**config.mk**
```make
export PLATFORM = sky130hd
export DESIGN_NAME = seg_scan_flat
export DESIGN_NICKNAME = d
export VERILOG_FILES = /design/src/rtl/seg_scan_if.sv /design/src/rtl/seg_scan.sv /design/src/flat_wrapper.sv
export SDC_FILE = /design/constraint.sdc
export NUM_CORES = 1
export LEC_CHECK = 0
export CAP_MARGIN = 0
export CORE_MARGIN = 5
export CORE_UTILIZATION = 47
export DETAILED_ROUTE_END_ITERATION = 8
export GPL_TIMING_DRIVEN = 0
export PLACE_DENSITY = 0.79
export SLEW_MARGIN = 30
export SYNTH_ARGS = -nofsm -noshare
export SYNTH_HDL_FRONTEND = slang
export SYNTH_SLANG_ARGS = --single-unit
```
**constraint.sdc**
```tcl
create_clock -name clock -period 2.7 [get_ports clock]
set_clock_uncertainty 0.2 [all_clocks]
set_input_delay 0.54 -clock clock [delete_from_list [all_inputs] [get_ports clock]]
set_output_delay 0.54 -clock clock [all_outputs]
set_load 0.005 [all_outputs]
```
**src/rtl/seg_scan_if.sv**
```systemverilog
// Bundles the display scanner's stimulus inputs and cathode/anode outputs.
// The master side drives the inputs; seg_scan takes the slave side.
interface seg_scan_if;
  logic        div_clock;
  logic        enable;
  logic [15:0] value;
  logic [3:0]  dp;
  logic [3:0]  an;
  logic [6:0]  seg;
  logic        dp_n;
  logic        frame_pulse;

  modport master (
    output div_clock, enable, value, dp,
    input  an, seg, dp_n, frame_pulse
  );

  modport slave (
    input  div_clock, enable, value, dp,
    output an, seg, dp_n, frame_pulse
  );
endinterface

```
**src/rtl/seg_scan.sv**
```systemverilog
// Four-digit multiplexed seven-segment scanner with guard gaps between digits,
// per-frame value shadowing and optional leading-zero blanking.
module seg_scan #(
  parameter int unsigned GUARD_CYCLES  = 4,
  parameter int unsigned BLANK_LEADING = 1
) (
  input logic        clock,
  input logic        reset,
  seg_scan_if.slave  bus
);

  typedef enum logic [1:0] {StIdle, StGuard, StDrive} state_e;

  localparam logic [3:0] GuardLast = 4'(GUARD_CYCLES - 1);

  state_e      state_q;
  logic [1:0]  idx_q;
  logic [3:0]  gcnt_q;
  logic [15:0] shadow_q;
  logic        s1_q, s2_q, s3_q;
  logic [3:0]  an_q;
  logic [6:0]  seg_q;
  logic        dp_n_q;
  logic        frame_pulse_q;

  logic        scan_tick;
  logic [3:0]  cur_digit;
  logic [15:0] upper_digits;
  logic        blank;

  function automatic logic [6:0] decode(input logic [3:0] d);
    unique case (d)
      4'h0: decode = 7'h40;
      4'h1: decode = 7'h79;
      4'h2: decode = 7'h24;
      4'h3: decode = 7'h30;
      4'h4: decode = 7'h19;
      4'h5: decode = 7'h12;
      4'h6: decode = 7'h02;
      4'h7: decode = 7'h78;
      4'h8: decode = 7'h00;
      4'h9: decode = 7'h10;
      4'hA: decode = 7'h08;
      4'hB: decode = 7'h03;
      4'hC: decode = 7'h46;
      4'hD: decode = 7'h21;
      4'hE: decode = 7'h06;
      default: decode = 7'h0E;
    endcase
  endfunction

  always_comb begin
    scan_tick    = s2_q & ~s3_q;
    cur_digit    = shadow_q[{idx_q, 2'b00} +: 4];
    // Current digit together with every digit above it.
    upper_digits = shadow_q >> {idx_q, 2'b00};
    blank        = (BLANK_LEADING != 0) && (idx_q != 2'd0) && (upper_digits == 16'h0000);
  end

  always_ff @(posedge clock) begin
    if (reset) begin
      state_q       <= StIdle;
      idx_q         <= 2'd0;
      gcnt_q        <= 4'd0;
      shadow_q      <= 16'h0000;
      s1_q          <= 1'b0;
      s2_q          <= 1'b0;
      s3_q          <= 1'b0;
      an_q          <= 4'hF;
      seg_q         <= 7'h7F;
      dp_n_q        <= 1'b1;
      frame_pulse_q <= 1'b0;
    end else begin
      s1_q          <= bus.div_clock;
      s2_q          <= s1_q;
      s3_q          <= s2_q;
      frame_pulse_q <= 1'b0;
      if (!bus.enable) begin
        state_q <= StIdle;
        an_q    <= 4'hF;
        seg_q   <= 7'h7F;
        dp_n_q  <= 1'b1;
      end else begin
        unique case (state_q)
          StIdle: begin
            if (scan_tick) begin
              state_q       <= StGuard;
              idx_q         <= 2'd0;
              gcnt_q        <= 4'd0;
              shadow_q      <= bus.value;
              frame_pulse_q <= 1'b1;
            end
          end
          StGuard: begin
            // Ticks arriving here are intentionally discarded.
            if (gcnt_q == GuardLast) begin
              state_q <= StDrive;
              gcnt_q  <= 4'd0;
              if (blank) begin
                an_q   <= 4'hF;
                seg_q  <= 7'h7F;
                dp_n_q <= 1'b1;
              end else begin
                an_q   <= ~(4'b0001 << idx_q);
                seg_q  <= decode(cur_digit);
                dp_n_q <= ~bus.dp[idx_q];
              end
            end else begin
              gcnt_q <= gcnt_q + 4'd1;
            end
          end
          StDrive: begin
            if (scan_tick) begin
              state_q <= StGuard;
              idx_q   <= idx_q + 2'd1;
              gcnt_q  <= 4'd0;
              an_q    <= 4'hF;
              seg_q   <= 7'h7F;
              dp_n_q  <= 1'b1;
              if (idx_q == 2'd3) begin
                shadow_q      <= bus.value;
                frame_pulse_q <= 1'b1;
              end
            end
          end
          default: state_q <= StIdle;
        endcase
      end
    end
  end

  assign bus.an          = an_q;
  assign bus.seg         = seg_q;
  assign bus.dp_n        = dp_n_q;
  assign bus.frame_pulse = frame_pulse_q;

endmodule
```
**src/flat_wrapper.sv**
```systemverilog
// flat-port wrapper written by rule: the top's interface ports become plain ports
module seg_scan_flat 
#(
  parameter int unsigned GUARD_CYCLES  = 4,
  parameter int unsigned BLANK_LEADING = 1
)
  (clock, reset, bus_div_clock, bus_enable, bus_value, bus_dp, bus_an, bus_seg, bus_dp_n, bus_frame_pulse);
  seg_scan_if bus_i ();
  input logic clock;
  input logic reset;
  input wire logic [$bits(bus_i.div_clock)-1:0] bus_div_clock;
  input wire logic [$bits(bus_i.enable)-1:0] bus_enable;
  input wire logic [$bits(bus_i.value)-1:0] bus_value;
  input wire logic [$bits(bus_i.dp)-1:0] bus_dp;
  output wire logic [$bits(bus_i.an)-1:0] bus_an;
  output wire logic [$bits(bus_i.seg)-1:0] bus_seg;
  output wire logic [$bits(bus_i.dp_n)-1:0] bus_dp_n;
  output wire logic [$bits(bus_i.frame_pulse)-1:0] bus_frame_pulse;
  assign bus_i.div_clock = bus_div_clock;
  assign bus_i.enable = bus_enable;
  assign bus_i.value = bus_value;
  assign bus_i.dp = bus_dp;
  assign bus_an = bus_i.an;
  assign bus_seg = bus_i.seg;
  assign bus_dp_n = bus_i.dp_n;
  assign bus_frame_pulse = bus_i.frame_pulse;
  seg_scan #(.GUARD_CYCLES(GUARD_CYCLES), .BLANK_LEADING(BLANK_LEADING)) u_core (.clock(clock), .reset(reset), .bus(bus_i));
endmodule
```
==> results of run 1 <==
-- critical path, delay by kind of cell, from the launching register on --
kind / cells / cell delay (ns)
AOI/OAI and AO/OA: 3 / 0.61
muxes: 1 / 0.56
and+or+nand+nor: 1 / 0.47
DFF: 1 / 0.43
adders and majority gates: 1 / 0.14
buffers and inverters: 1 / 0.10
-- area by class of cell --
class | count | share of cell area
multi-input cells | 152 | 0.453
repair buffers | 42 | 0.152
clock inverters | 2 | 0.00471
well taps | 52 | 0.0245
plain buffers | 9 | 0.0188
flip-flops and latches | 40 | 0.303
clock buffers | 5 | 0.0259
inverters | 13 | 0.0184
-- Yosys cell counts --
master,number,area (um^2)
mux2i_1,23,230
a211oi_1,4,30.0
or3_1,2,12.5
buf_4,1,7.51
buf_2,4,20.0
or4b_2,2,20.0
or4bb_1,1,11.3
a211o_4,1,17.5
dfxtp_1,40,801
nor3_1,1,5.00
nor3b_1,3,22.5
nor2b_1,10,62.6
nand2_1,8,30.0
mux4_1,3,78.8
inv_1,12,45.0
clkbuf_1,3,11.3
nand4_1,2,12.5
a31oi_4,1,21.3
nand3_1,3,15.0
and4bb_2,1,12.5
a2111oi_2,1,15.0
a2bb2oi_1,1,8.76
inv_2,1,3.75
o211ai_1,1,7.51
mux4_2,3,67.6
nand2b_1,3,18.8
o21ai_0,12,60.1
a22oi_2,1,12.5
buf_6,2,22.5
or4_1,3,22.5
or3b_2,1,8.76
nor2_1,29,109
o2bb2ai_1,1,8.76
o32a_1,3,30.0
o22a_1,3,26.3
and3_4,1,11.3
or2_2,1,6.26
ha_1,11,138
and2_1,2,12.5
a21oi_1,10,50.1
-- logic make-up after synthesis --
| group | after synthesis | synth area share |
|---|---|---|
| AO/OA/AOI/OAI | 39 | 0.137 |
| adder cells (fa/ha/maj) | 11 | 0.0654 |
| buffers and inverters | 23 | 0.0523 |
| flip-flops | 40 | 0.380 |
| multiplexers | 29 | 0.179 |
| AND/OR/NAND/NOR | 73 | 0.187 |
-- stage by stage --
| step | hold slack, ns | instances | util | instance area, um^2 |
|---|---|---|---|---|
| final | 0.247 | 315 | 0.610 | 2660 |
| after global placement | 0.230 | 302 | 0.578 | 2520 |
| after detailed placement | 0.233 | 302 | 0.578 | 2520 |
| after CTS | 0.252 | 313 | 0.605 | 2630 |
| after global routing | 0.268 | 315 | 0.610 | 2660 |
| after floorplan | 0.214 | 215 | - | 2100 |
-- worst max path at each step --
stage / startpoint / to / slack (ns)
2_1_floorplan: u_core.idx_q[0]$_SDFFE_PP0P_ / u_core.bus.seg[4]$_SDFFE_PP1P_ / 0.12
3_3_place_gp: u_core.idx_q[0]$_SDFFE_PP0P_ / u_core.bus.seg[4]$_SDFFE_PP1P_ / -0.07
3_5_place_dp: u_core.idx_q[0]$_SDFFE_PP0P_ / u_core.bus.seg[5]$_SDFFE_PP1P_ / -0.1
4_1_cts: u_core.idx_q[0]$_SDFFE_PP0P_ / u_core.bus.seg[5]$_SDFFE_PP1P_ / 0.03
5_1_grt: u_core.idx_q[0]$_SDFFE_PP0P_ / u_core.bus.seg[6]$_SDFFE_PP1P_ / 0.03
6_report: u_core.idx_q[0]$_SDFFE_PP0P_ / u_core.bus.seg[5]$_SDFFE_PP1P_ / 0.12
-- state kept, by name, summed over array words and instances, names as in the netlist --
signal / cells
u_core.shadow_q: 16
u_core.state_q: 2
u_core.s1_q: 1
u_core.idx_q: 2
u_core.s2_q: 1
u_core.gcnt_q: 4
u_core.bus.seg: 7
u_core.bus.dp_n: 1
u_core.bus.an: 4
u_core.s3_q: 1
u_core.bus.frame_pulse: 1
-- power by group through the flow --
| stage | registers (W) | clock network, W | logic, W |
|---|---|---|---|
| detailed placement | 0.000617 | 0 | 0.0000967 |
| finish | 0.000602 | 0.000381 | 0.000101 |
| floorplan | 0.000615 | 0 | 0.0000516 |
| global route | 0.000603 | 0.000418 | 0.000110 |
| global placement | 0.000617 | 0 | 0.0000950 |
| CTS | 0.000603 | 0.000393 | 0.0000989 |
-- metal layers --
metal | vias up | share of wire | track usage | wire length, um
met2 | 41 | 0.50 | 0.266 | 2280
li1 | 861 | - | - | -
met1 | 791 | 0.43 | 0.176 | 1960
met3 | 15 | 0.042 | 0.0351 | 189
met4 | 0 | 0.026 | 0.0787 | 119
met5 | - | 0 | 0 | 0
-- what timing repair did --
item / in CTS / in global routing
setup buffers: 4 / 3
endpoints found under the setup margin: 11 / 11
gates resized for setup: 2 / 2
pin swaps: 1 / 1
==> out/qor.csv, run 1 <==
metric,value,unit
Crit Reg-Reg Startpoint,u_core.idx_q[0]$_SDFFE_PP0P_,
syn_nets,250,
Clock Path Buffers,2,
Core Region,0.00435,mm^2
R2R Setup Slk,0.12,ns
die area,0.00592,mm^2
TritonCTS clock tree,yes,
Flop pwr share,0.555,
Final ANT Viol Nets,0,
number of max-cap violations,0,
Post-Place Worst Slack,-0.0983,ns
area occupied by multi-input gates,0.00120,mm^2
Final period util,0.955,
r2r endpoint,u_core.bus.seg[5]$_SDFFE_PP1P_,
"Clk Latency, worst-skew pair",0.29,ns
Sw Share,0.236,
Max Fclk,388,MHz
Logic pwr share,0.093,
n_diodes,0,
run status,"finished, final reports clean",
clock sinks,40,
Setup WS post-layout,0.122,ns
Hold Crit Class,reg -> reg,
H-tree Lvls,2,
CP Class,reg -> reg,
Mean Syn Cell Area,9.79,um^2
Nets,298,
hold buffer count at cts,0,
Die Height,76.9,um
CTS root buf,clkbuf_8,
wire per inst,14.4,um
Finish-stage setup viols,0,
Hold Path Sink,u_core.s2_q$_SDFF_PP0_,
Worst-Margin Slew,0.597,ns
Inserted Clock Buffers,5,
Area Overhead vs Synth,26.1,%
die width,76.9,um
Vias,1708,
Int Power,0.000828,W
Initial Utilization,0.484,
count of different cell masters after synthesis,40,
"Power, Total",0.00108,W
share of layout cells above drive strength 1,0.152,
Synth Instances,215,
most frequent cells in the layout,"39 x dfxtp_1, 35 x clkdlybuf4s50_1, 29 x nor2_1",
Overflow after GRT,0,
I/O pin count,37,
Worst path slowest cell,mux4_2,
CP required,2.74,ns
Net Sw Power,0.000255,W
pin count of the biggest net entering global routing,13,
Layout fillers,397,
IO buf count,35,
RSZ-0062 raised after global routing,false,
final WL,4550,um
post-detail-place hpwl,3420,um
fin crit period,2.58,ns
vias in the first global route,1592,
PD cells,408,mW/mm^2
"Seq/Total Area, Yosys",0.380,
Mapped Area,0.00211,mm^2
hold depth,1,
biggest cell delay along the critical path,0.56,ns
TritonRoute pass-1 iters,4,
Rows,24,
Tot GR Track Use,0.154,
"Reg clk slew, reported paths",0.08,ns
nature of the critical path endpoint,register,
"flops & latches, synth",40,
R2R cell count,7,
Max Slew Vio Count,0,
post-route setup TNS,0,ns
crit start category,register,
Crit Path Max Fanout,9,
FF+latch area,805,um^2
via/cell ratio,5.42,
first-pass GRT wire length,7360,um
First DRT Iteration DRCs,46,
worst vdd ir,0.260,mV
drc violations,0,
Synth Warn #,0,
clock power share,0.351,
initial antenna violation count,0,
min-delay src,u_core.s1_q$_SDFF_PP0_,
Placer Congestion,0.804,
"leading cell type in the layout, fill and taps excluded",dfxtp_1,
"Hold Violations, Final",0,
worst path cell trace,mux4_2 -> inv_2 -> ha_4 -> or4b_4 -> a31oi_4 -> a211o_4 -> o32a_1,
slew margin rel.,0.600,
LEAKAGE,1.07,nW
Worst EP arrival,2.62,ns
No activity file was read; power rests on OpenSTA's default activity.
==> inputs of run 2 (changes only) <==
- CORE_UTILIZATION: 47 -> 52
- PLACE_DENSITY: 0.79 -> 0.83
- clock period: 2.7 -> 2.4 ns (I/O delays scaled with it)
==> out/qor.csv, run 2 (synthesis results as in run 1) <==
metric,value,unit,change
vias in the first global route,1579,,-0.82%
wire per inst,14.1,um,-2.3%
final WL,4480,um,-1.4%
LEAKAGE,1.11,nW,+3.5%
crit start category,register,,
share of layout cells above drive strength 1,0.175,,+0.0233
CP Class,reg -> reg,,
TritonRoute pass-1 iters,4,,unchanged
Vias,1734,,+1.5%
Final ANT Viol Nets,0,,unchanged
worst vdd ir,0.383,mV,+48%
initial antenna violation count,0,,unchanged
I/O pin count,37,,unchanged
Max Fclk,395,MHz,+1.8%
Rows,23,,-4.2%
failing checks,negative setup slack,,
Max Slew Vio Count,0,,unchanged
"Clk Latency, worst-skew pair",0.29,ns,about the same
"Power, Total",0.00133,W,+23%
CTS root buf,clkbuf_8,,
Met2 Wirelength,2120,um,-7.0%
Tot GR Track Use,0.177,,+0.0228
clock sinks,40,,unchanged
slew margin rel.,0.593,,-0.00754
hold buffer count at cts,0,,unchanged
Placed Area,0.00253,mm^2,+0.45%
area occupied by multi-input gates,0.00121,mm^2,+0.83%
Area Overhead vs Synth,29.7,%,
IO buf count,35,,unchanged
post-detail-place hpwl,3330,um,-2.7%
Finish-stage setup viols,10,,+10
Worst EP arrival,2.55,ns,-0.07 ns
Layout fillers,312,,-21%
Hold Crit Class,reg -> reg,,
fin crit period,2.53,ns,-0.0464 ns
RSZ-0062 raised after global routing,true,,
n_diodes,0,,unchanged
drc violations,0,,unchanged
CP required,2.42,ns,-0.32 ns
first-pass GRT wire length,7450,um,+1.1%
Placer Congestion,0.812,,+1.0%
die area,0.00542,mm^2,-8.4%
run status,finished with violations,,
FF+latch area,805,um^2,unchanged
First DRT Iteration DRCs,125,,+170%
DRT met1 WL,2050,um,+4.8%
Nets,302,,+1.3%
number of max-cap violations,0,,unchanged
pin count of the biggest net entering global routing,14,,+1
Core Region,0.00397,mm^2,-8.8%
WL met3,255,um,+35%
Initial Utilization,0.530,,+0.0466
Setup WS post-layout,-0.131,ns,-0.254 ns
Clock Path Buffers,2,,unchanged
Overflow after GRT,0,,unchanged
"Hold Violations, Final",0,,unchanged
max reg flops,16,,unchanged
die width,73.6,um,-4.3%
TritonCTS clock tree,yes,,
Final period util,1.05,,+0.100
Inserted Clock Buffers,5,,unchanged
R2R Setup Slk,-0.13,ns,-0.25 ns
Die Height,73.6,um,-4.3%
Worst-Margin Slew,0.608,ns,+0.0113 ns
via/cell ratio,5.45,,+0.56%
post-route cell area,0.00273,mm^2,+2.8%
"Reg clk slew, reported paths",0.08,ns,about the same
PD cells,488,mW/mm^2,+20%
Crit Path Max Fanout,6,,-3
most frequent cells in the layout,"39 x dfxtp_1, 35 x clkdlybuf4s50_1, 29 x nor2_1",,
"leading cell type in the layout, fill and taps excluded",dfxtp_1,,
most flop-heavy register,u_core.shadow_q,,
H-tree Lvls,2,,unchanged
nature of the critical path endpoint,register,,
top routing layer in use,met4,,
run 2: changes by cell type in the layout (fill, tap and decap cells not counted), moves of 2 or more:
cell and delta:
a211oi_1 -2, buf_2 -2, buf_4 +6, a211oi_2 +2
o21ai_1 +4, o21ai_0 -4
run 2: worst paths after layout:
path | start | endpoint | cells after the start
max reg2reg | u_core.idx_q[0]$_SDFFE_PP0P_ | u_core.bus.an[3]$_SDFFE_PP1P_ | 8
min | u_core.s1_q$_SDFF_PP0_ | u_core.s2_q$_SDFF_PP0_ | 1
max | u_core.idx_q[0]$_SDFFE_PP0P_ | u_core.bus.an[3]$_SDFFE_PP1P_ | 8
min reg2reg | u_core.s1_q$_SDFF_PP0_ | u_core.s2_q$_SDFF_PP0_ | 1
run 2: power by group:
group	switching, W	internal [W]	leakage (nW)
Sequential	0.00000641	0.000671	0.325
Combinational	0.0000492	0.0000651	0.730
Clock	0.000235	0.000308	0.0541
Total	0.000291	0.00104	1.11
run 2: worst max-delay path: stages, from the launching register on:
cell      delay (ns)
dfxtp_4         0.38
mux4_2          0.56
inv_4           0.10
ha_4            0.13
or4b_4          0.46
a31oi_4         0.25
buf_4           0.16
a211oi_2        0.06
o21ai_1         0.16
run 2: area by class of cell:
type	count	area share
multi-input cells	152	0.444
flip-flops and latches	40	0.295
repair buffers	47	0.161
clock buffers	5	0.0252
well taps	50	0.0229
inverters	13	0.0188
plain buffers	8	0.0174
clock inverters	3	0.0156
run 2: what timing repair did:
| item | 4_1_cts | 5_1_grt |
|---|---|---|
| buffers inserted | 7 | 5 |
| setup endpoints to repair | 11 | 18 |
| resized for setup | 4 | 6 |
| pin swaps | 6 | 3 |
run 2: per-layer routing:
layer / vias to the layer above / track usage
li1: 868 / -
met2: 46 / 0.287
met5: - / 0
met3: 6 / 0.0479
met1: 814 / 0.228
met4: 0 / 0.0543
run 2: stage by stage:
stage           util  setup slack [ns]  instances  setup TNS (ns)  hold slack [ns]
2_1_floorplan      -            -0.122        215          -0.884            0.214
3_3_place_gp   0.637            -0.251        300           -3.84            0.227
3_5_place_dp   0.637            -0.275        300           -4.32            0.232
4_1_cts        0.679            -0.133        315           -1.06            0.251
5_1_grt        0.688            -0.195        318           -1.56            0.277
6_report       0.688            -0.131        318          -0.766            0.244
==> inputs of run 3 (changes only) <==
- PLACE_DENSITY: 0.83 -> 0.79
- REMOVE_ABC_BUFFERS: unset -> 1
==> out/qor.csv, run 3 (synthesis results as in run 1) <==
metric,value,unit,change
run status,finished with violations,,
failing checks,negative setup slack,,
IO buf count,36,,+2.9%
TritonRoute pass-1 iters,4,,unchanged
Inserted Clock Buffers,5,,unchanged
post-detail-place hpwl,3050,um,-8.4%
Overflow after GRT,0,,unchanged
TritonCTS clock tree,yes,,
share of layout cells above drive strength 1,0.152,,-0.0236
initial antenna violation count,0,,unchanged
vias in the first global route,1648,,+4.4%
Max Slew Vio Count,0,,unchanged
Tot GR Track Use,0.176,,-0.00100
Max Fclk,405,MHz,+2.6%
number of max-cap violations,0,,unchanged
pin count of the biggest net entering global routing,29,,+15
clock sinks,40,,unchanged
"Hold Violations, Final",0,,unchanged
n_diodes,0,,unchanged
first-pass GRT wire length,7400,um,-0.66%
Area Overhead vs Synth,25.4,%,
Logic pwr share,0.088,,+0.002
First DRT Iteration DRCs,76,,-39%
Crit Reg-Reg Startpoint,u_core.idx_q[0]$_SDFFE_PP0P_,,
H-tree Lvls,2,,unchanged
hold depth,1,,unchanged
Die Height,73.6,um,unchanged
"leading cell type in the layout, fill and taps excluded",dfxtp_1,,
Finish-stage setup viols,7,,-3
via/cell ratio,5.50,,+0.84%
Final ANT Viol Nets,0,,unchanged
Final period util,1.03,,-0.0270
final WL,4390,um,-2.1%
slew margin rel.,0.539,,-0.0539
PD cells,473,mW/mm^2,-3.1%
CTS root buf,clkbuf_8,,
CP Class,reg -> reg,,
fin crit period,2.47,ns,-0.0648 ns
"Clk Latency, worst-skew pair",0.29,ns,about the same
min-delay src,u_core.s1_q$_SDFF_PP0_,,
nature of the critical path endpoint,register,,
LEAKAGE,1.06,nW,-4.3%
most frequent cells in the layout,"38 x dfxtp_1, 35 x clkdlybuf4s50_1, 29 x nor2_1",,
Clock Path Buffers,2,,unchanged
Post-Place Worst Slack,-0.804,ns,-0.529 ns
Initial Utilization,0.530,,unchanged
drc violations,0,,unchanged
R2R Setup Slk,-0.07,ns,+0.06 ns
Nets,291,,-3.6%
Net Sw Power,0.000286,W,-1.6%
Setup WS post-layout,-0.0667,ns,+0.0648 ns
R2R cell count,7,,-1
Worst EP arrival,2.51,ns,-0.04 ns
Placer Congestion,0.818,,+0.76%
RSZ-0062 raised after global routing,true,,
"Reg clk slew, reported paths",0.08,ns,about the same
r2r endpoint,u_core.bus.seg[5]$_SDFFE_PP1P_,,
Crit Path Max Fanout,6,,unchanged
Core Region,0.00397,mm^2,unchanged
Int Power,0.000963,W,-7.7%
clock power share,0.369,,-0.038
die width,73.6,um,unchanged
Hold Crit Class,reg -> reg,,
max reg flops,16,,unchanged
Worst-Margin Slew,0.689,ns,+0.0809 ns
Hold Path Sink,u_core.s2_q$_SDFF_PP0_,,
crit start category,register,,
Rows,23,,unchanged
hold buffer count at cts,0,,unchanged
most flop-heavy register,u_core.shadow_q,,
Vias,1688,,-2.7%
die area,0.00542,mm^2,unchanged
Flop pwr share,0.543,,+0.036
wire per inst,14.3,um,+1.4%
CP required,2.44,ns,+0.02 ns
I/O pin count,37,,unchanged
WHS,0.242,ns,-0.00171 ns
final core occ,0.665,,-0.0230
Sw Share,0.229,,+0.0112
worst vdd ir,0.440,mV,+15%
-- run 3: per-layer routing --
| metal | vias to the layer above | global-route usage | part of all wire |
|---|---|---|---|
| li1 | 843 | - | - |
| met1 | 786 | 0.216 | 0.45 |
| met2 | 50 | 0.282 | 0.47 |
| met3 | 9 | 0.0506 | 0.059 |
| met4 | 0 | 0.0805 | 0.020 |
| met5 | - | 0 | 0 |
-- run 3: area by class of cell --
type                    instances  area, um^2
flip-flops and latches         40         806
well taps                      50        62.6
fillers                       344        1330
multi-input cells             152        1210
clock buffers                   6        82.6
repair buffers                 44         415
inverters                      13        48.8
clock inverters                 2        10.0
-- run 3: worst max path at each step --
stage                                 startpoint  cells after the start                          endpoint  slack (ns)
finish              u_core.idx_q[0]$_SDFFE_PP0P_                      7    u_core.bus.seg[5]$_SDFFE_PP1P_       -0.07
CTS                 u_core.idx_q[0]$_SDFFE_PP0P_                      7    u_core.bus.seg[5]$_SDFFE_PP1P_       -0.07
global placement    u_core.idx_q[0]$_SDFFE_PP0P_                      4  u_core.shadow_q[12]$_SDFFE_PP0P_       -1.20
floorplan           u_core.idx_q[0]$_SDFFE_PP0P_                      4   u_core.shadow_q[0]$_SDFFE_PP0P_       -0.60
detailed placement  u_core.idx_q[0]$_SDFFE_PP0P_                      7    u_core.bus.seg[5]$_SDFFE_PP1P_       -0.80
global route        u_core.idx_q[0]$_SDFFE_PP0P_                      8    u_core.bus.seg[0]$_SDFFE_PP1P_       -0.18
-- run 3: power by group through the flow --
stage / clock network [W] / registers (W) / logic (W)
floorplan: 0 / 0.000692 / 0.0000503
global placement: 0 / 0.000694 / 0.000104
detailed placement: 0 / 0.000694 / 0.000104
CTS: 0.000474 / 0.000678 / 0.000109
global route: 0.000500 / 0.000679 / 0.000119
finish: 0.000461 / 0.000678 / 0.000110
-- run 3: worst max-delay path: stages (launching register included) --
cell,delay (ns)
dfxtp_4,0.38
mux4_2,0.53
inv_2,0.10
ha_4,0.13
or4b_4,0.46
a31oi_4,0.23
a211o_4,0.21
o32a_1,0.16
-- run 3: timing repair --
item | 4_1_cts | 5_1_grt
buffers inserted | 7 | 1
resized for setup | 13 | 2
endpoints found under the hold margin | 0 | 0
pin swaps | 4 | 5
setup endpoints to repair | 11 | 11
-- run 3: through the flow --
stage / instance area, um^2 / total power [W] / setup TNS, ns / std cells
after floorplan: 2040 / 0.000742 / -15.04 / 205
after global placement: 2470 / 0.000798 / -27.81 / 291
after detailed placement: 2480 / 0.000799 / -8.28 / 291
after CTS: 2640 / 0.00126 / -0.342 / 306
after global routing: 2640 / 0.00130 / -1.32 / 307
final: 2640 / 0.00125 / -0.311 / 307
